$ cat config.mk
export PLATFORM = sky130hd
export DESIGN_NAME = decode_stage
export DESIGN_NICKNAME = d
export VERILOG_FILES = /design/src/rtl/decode_stage.sv
export SDC_FILE = /design/constraint.sdc
export NUM_CORES = 1
export LEC_CHECK = 0
export CAP_MARGIN = 40
export CELL_PAD_IN_SITES_DETAIL_PLACEMENT = 0
export CELL_PAD_IN_SITES_GLOBAL_PLACEMENT = 1
export CORE_MARGIN = 4
export CORE_UTILIZATION = 31
export DETAILED_ROUTE_END_ITERATION = 12
export PLACE_DENSITY = 0.89
export SLEW_MARGIN = 25
export SYNTH_ARGS = -nofsm -noshare
export SYNTH_HDL_FRONTEND = slang
export SYNTH_SLANG_ARGS = --single-unit
$ cat constraint.sdc
create_clock -name ds_clk -period 2.94 [get_ports ds_clk]
set_clock_uncertainty 0.1 [all_clocks]
set_input_delay 0.882 -clock ds_clk [delete_from_list [all_inputs] [get_ports ds_clk]]
set_output_delay 0.882 -clock ds_clk [all_outputs]
set_load 0.01 [all_outputs]
$ cat src/rtl/decode_stage.sv
// decode_stage: single-cycle RV32I decode stage with load-use hazard detection.
// Decoded fields, immediate, PC, valid and illegal flag are registered; the
// stall and flush requests to fetch are combinational.
// Optional feature: define DECODE_ILLEGAL_CHECK_EN to flag opcodes outside the
// RV32I base set on ds_o_illegal; otherwise ds_o_illegal is always 0.
module decode_stage #(
   parameter int IWIDTH   = 32,
   parameter int PC_WIDTH = 32,
   parameter int DWIDTH   = 32
) (
   input  logic                ds_clk,
   input  logic                ds_rst,
   input  logic [IWIDTH-1:0]   ds_i_instr,
   input  logic [PC_WIDTH-1:0] ds_i_pc,
   input  logic                ds_i_ce,
   input  logic                ds_i_stall,
   input  logic                ds_i_flush,
   output logic [6:0]          ds_o_opcode,
   output logic [2:0]          ds_o_funct3,
   output logic [6:0]          ds_o_funct7,
   output logic [4:0]          ds_o_rs1_addr,
   output logic [4:0]          ds_o_rs2_addr,
   output logic [4:0]          ds_o_rd_addr,
   output logic [DWIDTH-1:0]   ds_o_imm,
   output logic [PC_WIDTH-1:0] ds_o_pc,
   output logic                ds_o_ce,
   output logic                ds_o_stall,
   output logic                ds_o_flush,
   output logic                ds_o_illegal
);

   localparam logic [6:0] OP_LOAD   = 7'b0000011;
   localparam logic [6:0] OP_MISC   = 7'b0001111;
   localparam logic [6:0] OP_IMM    = 7'b0010011;
   localparam logic [6:0] OP_AUIPC  = 7'b0010111;
   localparam logic [6:0] OP_STORE  = 7'b0100011;
   localparam logic [6:0] OP_REG    = 7'b0110011;
   localparam logic [6:0] OP_LUI    = 7'b0110111;
   localparam logic [6:0] OP_BRANCH = 7'b1100011;
   localparam logic [6:0] OP_JALR   = 7'b1100111;
   localparam logic [6:0] OP_JAL    = 7'b1101111;
   localparam logic [6:0] OP_SYSTEM = 7'b1110011;

   // 32-bit immediate selected by opcode; sign extension to DWIDTH happens at the use site
   function automatic logic [31:0] imm_gen(input logic [31:0] ins);
      logic [31:0] r;
      r = '0;
      case (ins[6:0])
         OP_LOAD, OP_IMM, OP_JALR: r = {{20{ins[31]}}, ins[31:20]};
         OP_STORE:                 r = {{20{ins[31]}}, ins[31:25], ins[11:7]};
         OP_BRANCH:                r = {{19{ins[31]}}, ins[31], ins[7], ins[30:25], ins[11:8], 1'b0};
         OP_LUI, OP_AUIPC:         r = {ins[31:12], 12'b0};
         OP_JAL:                   r = {{11{ins[31]}}, ins[31], ins[19:12], ins[20], ins[30:21], 1'b0};
         default:                  r = '0;
      endcase
      return r;
   endfunction

`ifdef DECODE_ILLEGAL_CHECK_EN
   // Base-set membership; every base opcode ends in 2'b11, so a bad
   // compressed-quadrant field is rejected by the same lookup.
   function automatic logic is_legal(input logic [6:0] op);
      logic r;
      case (op)
         OP_LOAD, OP_MISC, OP_IMM, OP_AUIPC, OP_STORE, OP_REG,
         OP_LUI, OP_BRANCH, OP_JALR, OP_JAL, OP_SYSTEM: r = 1'b1;
         default:                                       r = 1'b0;
      endcase
      return r;
   endfunction
`endif

   logic [31:0]         instr;
   logic [6:0]          in_opcode;
   logic [4:0]          in_rs1;
   logic [4:0]          in_rs2;
   logic                in_uses_rs2;
   logic                hazard;
   logic                illegal_in;

   logic [6:0]          opcode_q, opcode_d;
   logic [2:0]          funct3_q, funct3_d;
   logic [6:0]          funct7_q, funct7_d;
   logic [4:0]          rs1_q, rs1_d;
   logic [4:0]          rs2_q, rs2_d;
   logic [4:0]          rd_q, rd_d;
   logic [DWIDTH-1:0]   imm_q, imm_d;
   logic [PC_WIDTH-1:0] pc_q, pc_d;
   logic                ce_q, ce_d;
   logic                illegal_q, illegal_d;

   assign instr     = ds_i_instr[31:0];
   assign in_opcode = instr[6:0];
   assign in_rs1    = instr[19:15];
   assign in_rs2    = instr[24:20];

`ifdef DECODE_ILLEGAL_CHECK_EN
   assign illegal_in = ~is_legal(in_opcode);
`else
   assign illegal_in = 1'b0;
`endif

   // Load-use detection: a valid load in the output register writes a source of the incoming instruction
   always_comb begin
      in_uses_rs2 = (in_opcode == OP_REG) || (in_opcode == OP_STORE) || (in_opcode == OP_BRANCH);
      hazard      = ce_q && (opcode_q == OP_LOAD) && (rd_q != 5'd0) && ds_i_ce &&
                    ((in_rs1 == rd_q) || (in_uses_rs2 && (in_rs2 == rd_q)));
   end

   assign ds_o_stall = ds_i_stall | hazard;
   assign ds_o_flush = ds_i_flush;

   // Next-state selection: flush beats stall beats hazard beats normal capture
   always_comb begin
      opcode_d  = opcode_q;
      funct3_d  = funct3_q;
      funct7_d  = funct7_q;
      rs1_d     = rs1_q;
      rs2_d     = rs2_q;
      rd_d      = rd_q;
      imm_d     = imm_q;
      pc_d      = pc_q;
      ce_d      = ce_q;
      illegal_d = illegal_q;
      if (ds_i_flush) begin
         ce_d      = 1'b0;
         illegal_d = 1'b0;
      end else if (ds_i_stall) begin
         ce_d      = ce_q;
      end else if (hazard) begin
         ce_d      = 1'b0;
      end else begin
         opcode_d  = in_opcode;
         funct3_d  = instr[14:12];
         funct7_d  = instr[31:25];
         rs1_d     = in_rs1;
         rs2_d     = in_rs2;
         rd_d      = instr[11:7];
         imm_d     = DWIDTH'($signed(imm_gen(instr)));
         pc_d      = ds_i_pc;
         ce_d      = ds_i_ce;
         illegal_d = ds_i_ce & illegal_in;
      end
   end

   // Output register bank with synchronous clear
   always_ff @(posedge ds_clk) begin
      if (ds_rst) begin
         opcode_q  <= '0;
         funct3_q  <= '0;
         funct7_q  <= '0;
         rs1_q     <= '0;
         rs2_q     <= '0;
         rd_q      <= '0;
         imm_q     <= '0;
         pc_q      <= '0;
         ce_q      <= 1'b0;
         illegal_q <= 1'b0;
      end else begin
         opcode_q  <= opcode_d;
         funct3_q  <= funct3_d;
         funct7_q  <= funct7_d;
         rs1_q     <= rs1_d;
         rs2_q     <= rs2_d;
         rd_q      <= rd_d;
         imm_q     <= imm_d;
         pc_q      <= pc_d;
         ce_q      <= ce_d;
         illegal_q <= illegal_d;
      end
   end

   assign ds_o_opcode   = opcode_q;
   assign ds_o_funct3   = funct3_q;
   assign ds_o_funct7   = funct7_q;
   assign ds_o_rs1_addr = rs1_q;
   assign ds_o_rs2_addr = rs2_q;
   assign ds_o_rd_addr  = rd_q;
   assign ds_o_imm      = imm_q;
   assign ds_o_pc       = pc_q;
   assign ds_o_ce       = ce_q;
   assign ds_o_illegal  = illegal_q;

endmodule

==> results of run 1 <==
-- worst paths after layout --
path,start,to,slack (ns),cells after the start
setup reg to reg,ds_o_rd_addr[2],ds_o_imm[31],0.28,9
hold / removal,ds_o_imm[11],ds_o_imm[11],0.37,2
setup / recovery,ds_i_instr[5],ds_o_stall,-0.06,9
hold reg to reg,ds_o_imm[11],ds_o_imm[11],0.37,2
-- logic make-up (layout without fill, tap and decap cells) --
kind of cell           after synthesis  in the layout
AO/OA/AOI/OAI                      203            203
XOR/XNOR                            10             10
other                                1              1
AND/OR/NAND/NOR                    140            140
buffers and inverters               56            238
flip-flops                          97             97
-- metrics by stage --
step           setup TNS, ns  std cells
6_report             -0.0572        865
2_1_floorplan              0        507
5_1_grt               -0.139        865
3_3_place_gp          -33.98        842
4_1_cts               -0.117        863
3_5_place_dp          -27.98        843
-- state kept, by name, summed over array words and instances (netlist names) --
| register | count |
|---|---|
| ds_o_imm | 32 |
| ds_o_pc | 32 |
| ds_o_funct7 | 7 |
| ds_o_opcode | 7 |
| ds_o_rd_addr | 5 |
| ds_o_rs1_addr | 5 |
| ds_o_rs2_addr | 5 |
| ds_o_funct3 | 3 |
| ds_o_ce | 1 |
-- power groups by stage --
stage,combinational [mW],sequential (mW),clock [mW]
after floorplan,0.167,1.46,0
after global placement,0.510,1.44,0
after detailed placement,0.517,1.44,0
after CTS,0.522,1.41,1.20
after global routing,0.567,1.42,1.25
final,0.529,1.41,1.18
-- layout by cell type (no fill, tap or decap), types with 4 or more instances in the layout --
cell,synthesis,final
a211oi_1,13,13
a21oi_1,94,94
a22oi_1,5,5
a311oi_1,11,11
buf_2,11,5
buf_4,3,48
clkbuf_16,0,9
clkbuf_2,4,4
clkdlybuf4s50_1,0,146
dfxtp_1,97,97
dlygate4sd2_1,0,8
nand2_1,28,28
nand2b_1,10,10
nand3_1,68,67
nand4_1,8,8
nor2_1,6,4
o21ai_0,72,72
-- metal layers --
layer	global-route usage [%]	vias up	routed length, um
met1	26.7	2219	6600
li1	-	2195	-
met5	0	-	0
met4	9.38	0	575
met2	31.3	160	7590
met3	4.50	37	1040
-- critical path: cells and delay by family --
family	cells	cell delay, ns
and+or+nand+nor	3	0.45
buffers and inverters	4	0.48
AOI/OAI and AO/OA	2	0.20
-- cell type report --
cell class	instances	area [um^2]
clock buffer	11	243
clock inverter	5	55.1
fill	1252	6580
inverter	3	11.3
multi-input combinational	354	2070
sequential	97	1940
tap	176	220
timing repair buffer	219	2070
-- what timing repair did --
item / CTS / global route
hold endpoints to repair: 0 / 0
pin swaps: 11 / 8
resized for setup: 56 / 16
cloned: 1 / 0
buffers inserted: 3 / 2
endpoints found under the setup margin: 16 / 1
==> flow_metrics.py, run 1 <==
metrics = {
    "floorplanning": {
        "die_x_um": 124,
        "ios": 169,
        "fp.dieArea_um2": 15400,
        "initial_core_util_pct": 31.6,
        "core_area_um2": 13200,
        "dieHeight_um": 124,
        "num_rows": 42,
    },
    "detailed_routing": {
        "wl_per_cell_um": 18.3,
        "ant_nets": 0,
        "vias": 4611,
        "drcViolationCount": 0,
        "drt_wl_total_um": 15800,
        "drt_first_iter_violations": 482,
        "drt-vias-per-instance": 5.33,
        "drtPass1Iterations": 4,
    },
    "sta": {
        "holdWs_ns": 0.373,
        "slew_headroom_pct": 60.9,
        "period_share_pct": 102,
        "tightest_slew_ns": 0.586,
        "layout_setup_ws_ns": -0.0572,
        "fmax_ghz": 0.334,
        "min_period_ns": 3.00,
        "slew_violations": 0,
        "rsz0062_at_grt": "yes",
        "finalSetupViolCount": 1,
        "hold_violations": 0,
    },
    "cts": {
        "cts_buffers": 9,
        "cts_tree": "built",
        "cts.sinks": 97,
        "clockBufferDepth": 2,
        "clk_latency_ns": 0.34,
        "cts-htree-levels": 3,
        "hold_buffers": 0,
        "root_buffer": "clkbuf_16",
        "clk_pin_slew_ns": 0.07,
    },
    "logic_synthesis": {
        "synth_mux_area_share_pct": 0,
        "ys_ff_latch": 97,
        "ys.warnings.count": 0,
        "avgSynthCellArea_um2": 8.22,
        "synth-edff-count": 0,
        "yosys.area.top_type": "dfxtp_1",
        "synth_flop_cell": "dfxtp_1",
        "synth_top_area_share_pct": 46.6,
        "synth_compound_area_share_pct": 27.6,
        "synth_simple_gate_area_share_pct": 17.6,
        "synth_nets": 576,
        "synth.area.top_cells": "dfxtp_1, a21oi_1, o21ai_0, nand3_1, clkbuf_1",
        "synth_commonest_cells": "dfxtp_1, a21oi_1, o21ai_0",
        "synthCells": 507,
        "synth_cell_types": 43,
        "synthArstFlopShare_pct": 0,
        "netlist_area_um2": 4170,
        "seq_area_frac_synth_pct": 46.6,
        "synth_top_family_by_area": "compound AO/OA/AOI/OAI gates",
        "synth.most_common_cell": "dfxtp_1",
        "synth_fa_ha_area_share_pct": 0,
        "synth_xor_area_share_pct": 2.10,
    },
    "global_routing": {
        "antenna_found_initial": 0,
        "grt_pass1_wl_um": 23800,
        "track_usage_pct": 20.2,
        "grt_pass1_vias": 4363,
        "overflow": 0,
        "grt_max_degree": 63,
    },
    "cells_and_area": {
        "area_growth_pct": 58.8,
        "drive_gt1_share_pct": 14.8,
        "fin_util_pct": 50.1,
        "final_area_um2": 6610,
        "num-nets-final": 753,
        "diodes": 0,
    },
    "hold_path": {
        "holdCritPathClass": "flip-flop to flip-flop",
    },
    "power": {
        "comb_power_share_pct": 16.9,
        "total_power_mw": 3.13,
        "seqPwrFrac_pct": 45.2,
        "switchingPower_uw": 790,
        "peakVddDrop_mv": 0.238,
        "power.density_nw_per_um2": 473,
        "swShare_pct": 25.3,
        "clockPowerShare_pct": 37.9,
        "leakage_nw": 2.30,
        "internal_power_mw": 2.34,
    },
    "worst_setup_path": {
        "path_class": "input pin to primary output",
        "arrival_ns": 2.02,
        "critical_path.max_fanout": 2,
        "crit_chain": "buf_8, buf_6, a21boi_2, nand4_1, nor4_4, buf_4, o21ai_4, nand2b_1, buf_6",
        "crit_path_start_kind": "input pin",
        "required_ns": 1.96,
        "critPathSlowestCell": "nor4_4",
        "crit_path_frequent_cell": "buf_6",
        "cp-end-kind": "primary output",
        "max_stage_delay_ns": 0.20,
    },
    "status": {
        "violations": "negative setup slack",
        "status": "complete, but fails checks",
    },
    "place": {
        "finalWeightedCongestion": 0.872,
        "io_buffers": 167,
        "pre_cts_slack_ns": -1.01,
        "dpl_cell_area_um2": 6230,
        "hpwl_um": 11500,
    },
    "run": {
        "cap_violations": 0,
    },
}
(Power assumes the default switching activity.)
==> run 2: changes to the inputs <==
==> constraint.sdc (replaced) <==
create_clock -name ds_clk -period 3.25 [get_ports ds_clk]
set_clock_uncertainty 0.1 [all_clocks]
set_input_delay 0.975 -clock ds_clk [delete_from_list [all_inputs] [get_ports ds_clk]]
set_output_delay 0.975 -clock ds_clk [all_outputs]
set_load 0.01 [all_outputs]
==> flow_metrics.py, run 2 (synthesis gave the netlist of run 1 again) <==
metrics = {
    "cts": {
        "cts-htree-levels": 3,
        "clk_latency_ns": 0.35,
        "clockBufferDepth": 2,
        "cts.sinks": 97,
        "root_buffer": "clkbuf_16",
        "hold_buffers": 0,
        "clk_pin_slew_ns": 0.06,
        "cts_tree": "built",
        "cts_buffers": 9,
    },
    "worst_setup_path": {
        "r2r_slack_ns": 0.58,
        "critPathSlowestCell": "dlygate4sd2_1",
        "cp-end-kind": "primary output",
        "crit_chain": "dlygate4sd2_1, xnor2_1, nand3_1, nor3_2, buf_4, o21ai_4, nand2b_1, buf_6",
        "arrival_ns": 2.12,
        "critical_path_buf_inv_count": 3,
        "path_class": "input pin to primary output",
        "max_stage_delay_ns": 0.26,
        "worst_path_dominant_cell_family": "buffers and inverters",
        "required_ns": 2.17,
        "crit_path_start_kind": "input pin",
        "critical_path.max_fanout": 2,
    },
    "floorplanning": {
        "dieHeight_um": 124,
        "num_rows": 42,
        "fp.dieArea_um2": 15400,
        "initial_core_util_pct": 31.6,
        "ios": 169,
        "die_x_um": 124,
        "core_area_um2": 13200,
    },
    "sta": {
        "layout_setup_ws_ns": 0.0520,
        "slew_violations": 0,
        "rsz0062_at_grt": "no",
        "tns_ns": 0,
        "hold_violations": 0,
        "min_period_ns": 3.20,
        "slew_headroom_pct": 60.5,
        "period_share_pct": 98.4,
        "fmax_ghz": 0.313,
        "finalSetupViolCount": 0,
        "tightest_slew_ns": 0.593,
    },
    "cells_and_area": {
        "num-nets-final": 740,
        "diodes": 0,
        "final_common_cell": "clkdlybuf4s50_1",
        "layout_common_cells": "clkdlybuf4s50_1, dfxtp_1, a21oi_1, o21ai_0, nand3_1",
        "n_fill_cell": 1225,
        "area_growth_pct": 56.3,
        "drive_gt1_share_pct": 11.4,
    },
    "detailed_routing": {
        "drcViolationCount": 0,
        "vias": 4592,
        "drt_wl_total_um": 15800,
        "drt_first_iter_violations": 465,
        "ant_nets": 0,
        "wl_per_cell_um": 18.6,
        "drt-vias-per-instance": 5.40,
        "drtPass1Iterations": 5,
    },
    "place": {
        "hpwl_um": 11500,
        "io_buffers": 167,
        "pre_cts_slack_ns": -0.923,
        "finalWeightedCongestion": 0.860,
    },
    "power": {
        "peakVddDrop_mv": 0.258,
        "leakage_nw": 2.23,
        "total_power_mw": 2.95,
        "power.density_nw_per_um2": 453,
    },
    "status": {
        "status": "finished, final reports clean",
    },
    "hold_path": {
        "holdCritPathClass": "flip-flop to flip-flop",
    },
    "global_routing": {
        "grt_pass1_wl_um": 23500,
        "grt_max_degree": 60,
        "track_usage_pct": 19.7,
        "grt_pass1_vias": 4416,
        "overflow": 0,
        "antenna_found_initial": 0,
    },
    "run": {
        "cap_violations": 0,
    },
}
==> run 2: path summary, 6_finish.rpt <==
path                                      start  depth (start not counted)           end
worst max-delay path             ds_i_instr[19]                          8    ds_o_stall
worst min-delay path                ds_o_imm[7]                          2   ds_o_imm[7]
worst max register to register  ds_o_rd_addr[2]                          9  ds_o_imm[26]
worst min register to register      ds_o_imm[7]                          2   ds_o_imm[7]
==> run 2: stage by stage <==
stage                     cells  hold WS [ns]  instance area, um^2  util [%]
after floorplan             507         0.387                 4170         -
after global placement      833         0.359                 6150      46.6
after detailed placement    834         0.364                 6170      46.8
after CTS                   848         0.376                 6500      49.3
after global routing        850         0.395                 6510      49.4
final                       850         0.374                 6510      49.4
==> run 2: area by class of cell <==
class                      count  area [um^2]  share of cell area [%]
clock buffer                  11          243                    3.73
clock inverter                 3         90.1                    1.38
inverter                       3         11.3                   0.173
multi-input combinational    354         2030                    31.1
sequential                    97         1940                    29.8
tap                          176          220                    3.38
timing repair buffer         206         1980                    30.4
==> run 2: worst register-to-register path: cells and delay by family, from the launching register on <==
kind | cells | cell delay [ns]
and+or+nand+nor | 3 | 0.73
buffers and inverters | 3 | 0.87
AOI/OAI and AO/OA | 3 | 0.48
DFF | 1 | 0.39
==> run 2: power breakdown <==
group | internal [mW] | switching, mW | leakage (nW)
clock network | 0.765 | 0.445 | 0.162
registers | 1.24 | 0.0340 | 0.793
logic | 0.241 | 0.218 | 1.28
total | 2.25 | 0.697 | 2.23
==> run 2: per-layer routing <==
layer | track usage, % | routed length, um | vias to the layer above
met3 | 5.90 | 1230 | 48
met1 | 24.3 | 6280 | 2189
met5 | 0 | 0 | -
met4 | 9.72 | 701 | 0
li1 | - | - | 2166
met2 | 31.4 | 7570 | 189
==> run 2: what timing repair did <==
action | in CTS | in global routing
buffers inserted | 0 | 2
endpoints found under the setup margin | 1 | 1
gates cloned | 0 | 0
gates resized for setup | 41 | 10
endpoints found under the hold margin | 0 | 0
pin swaps | 9 | 5
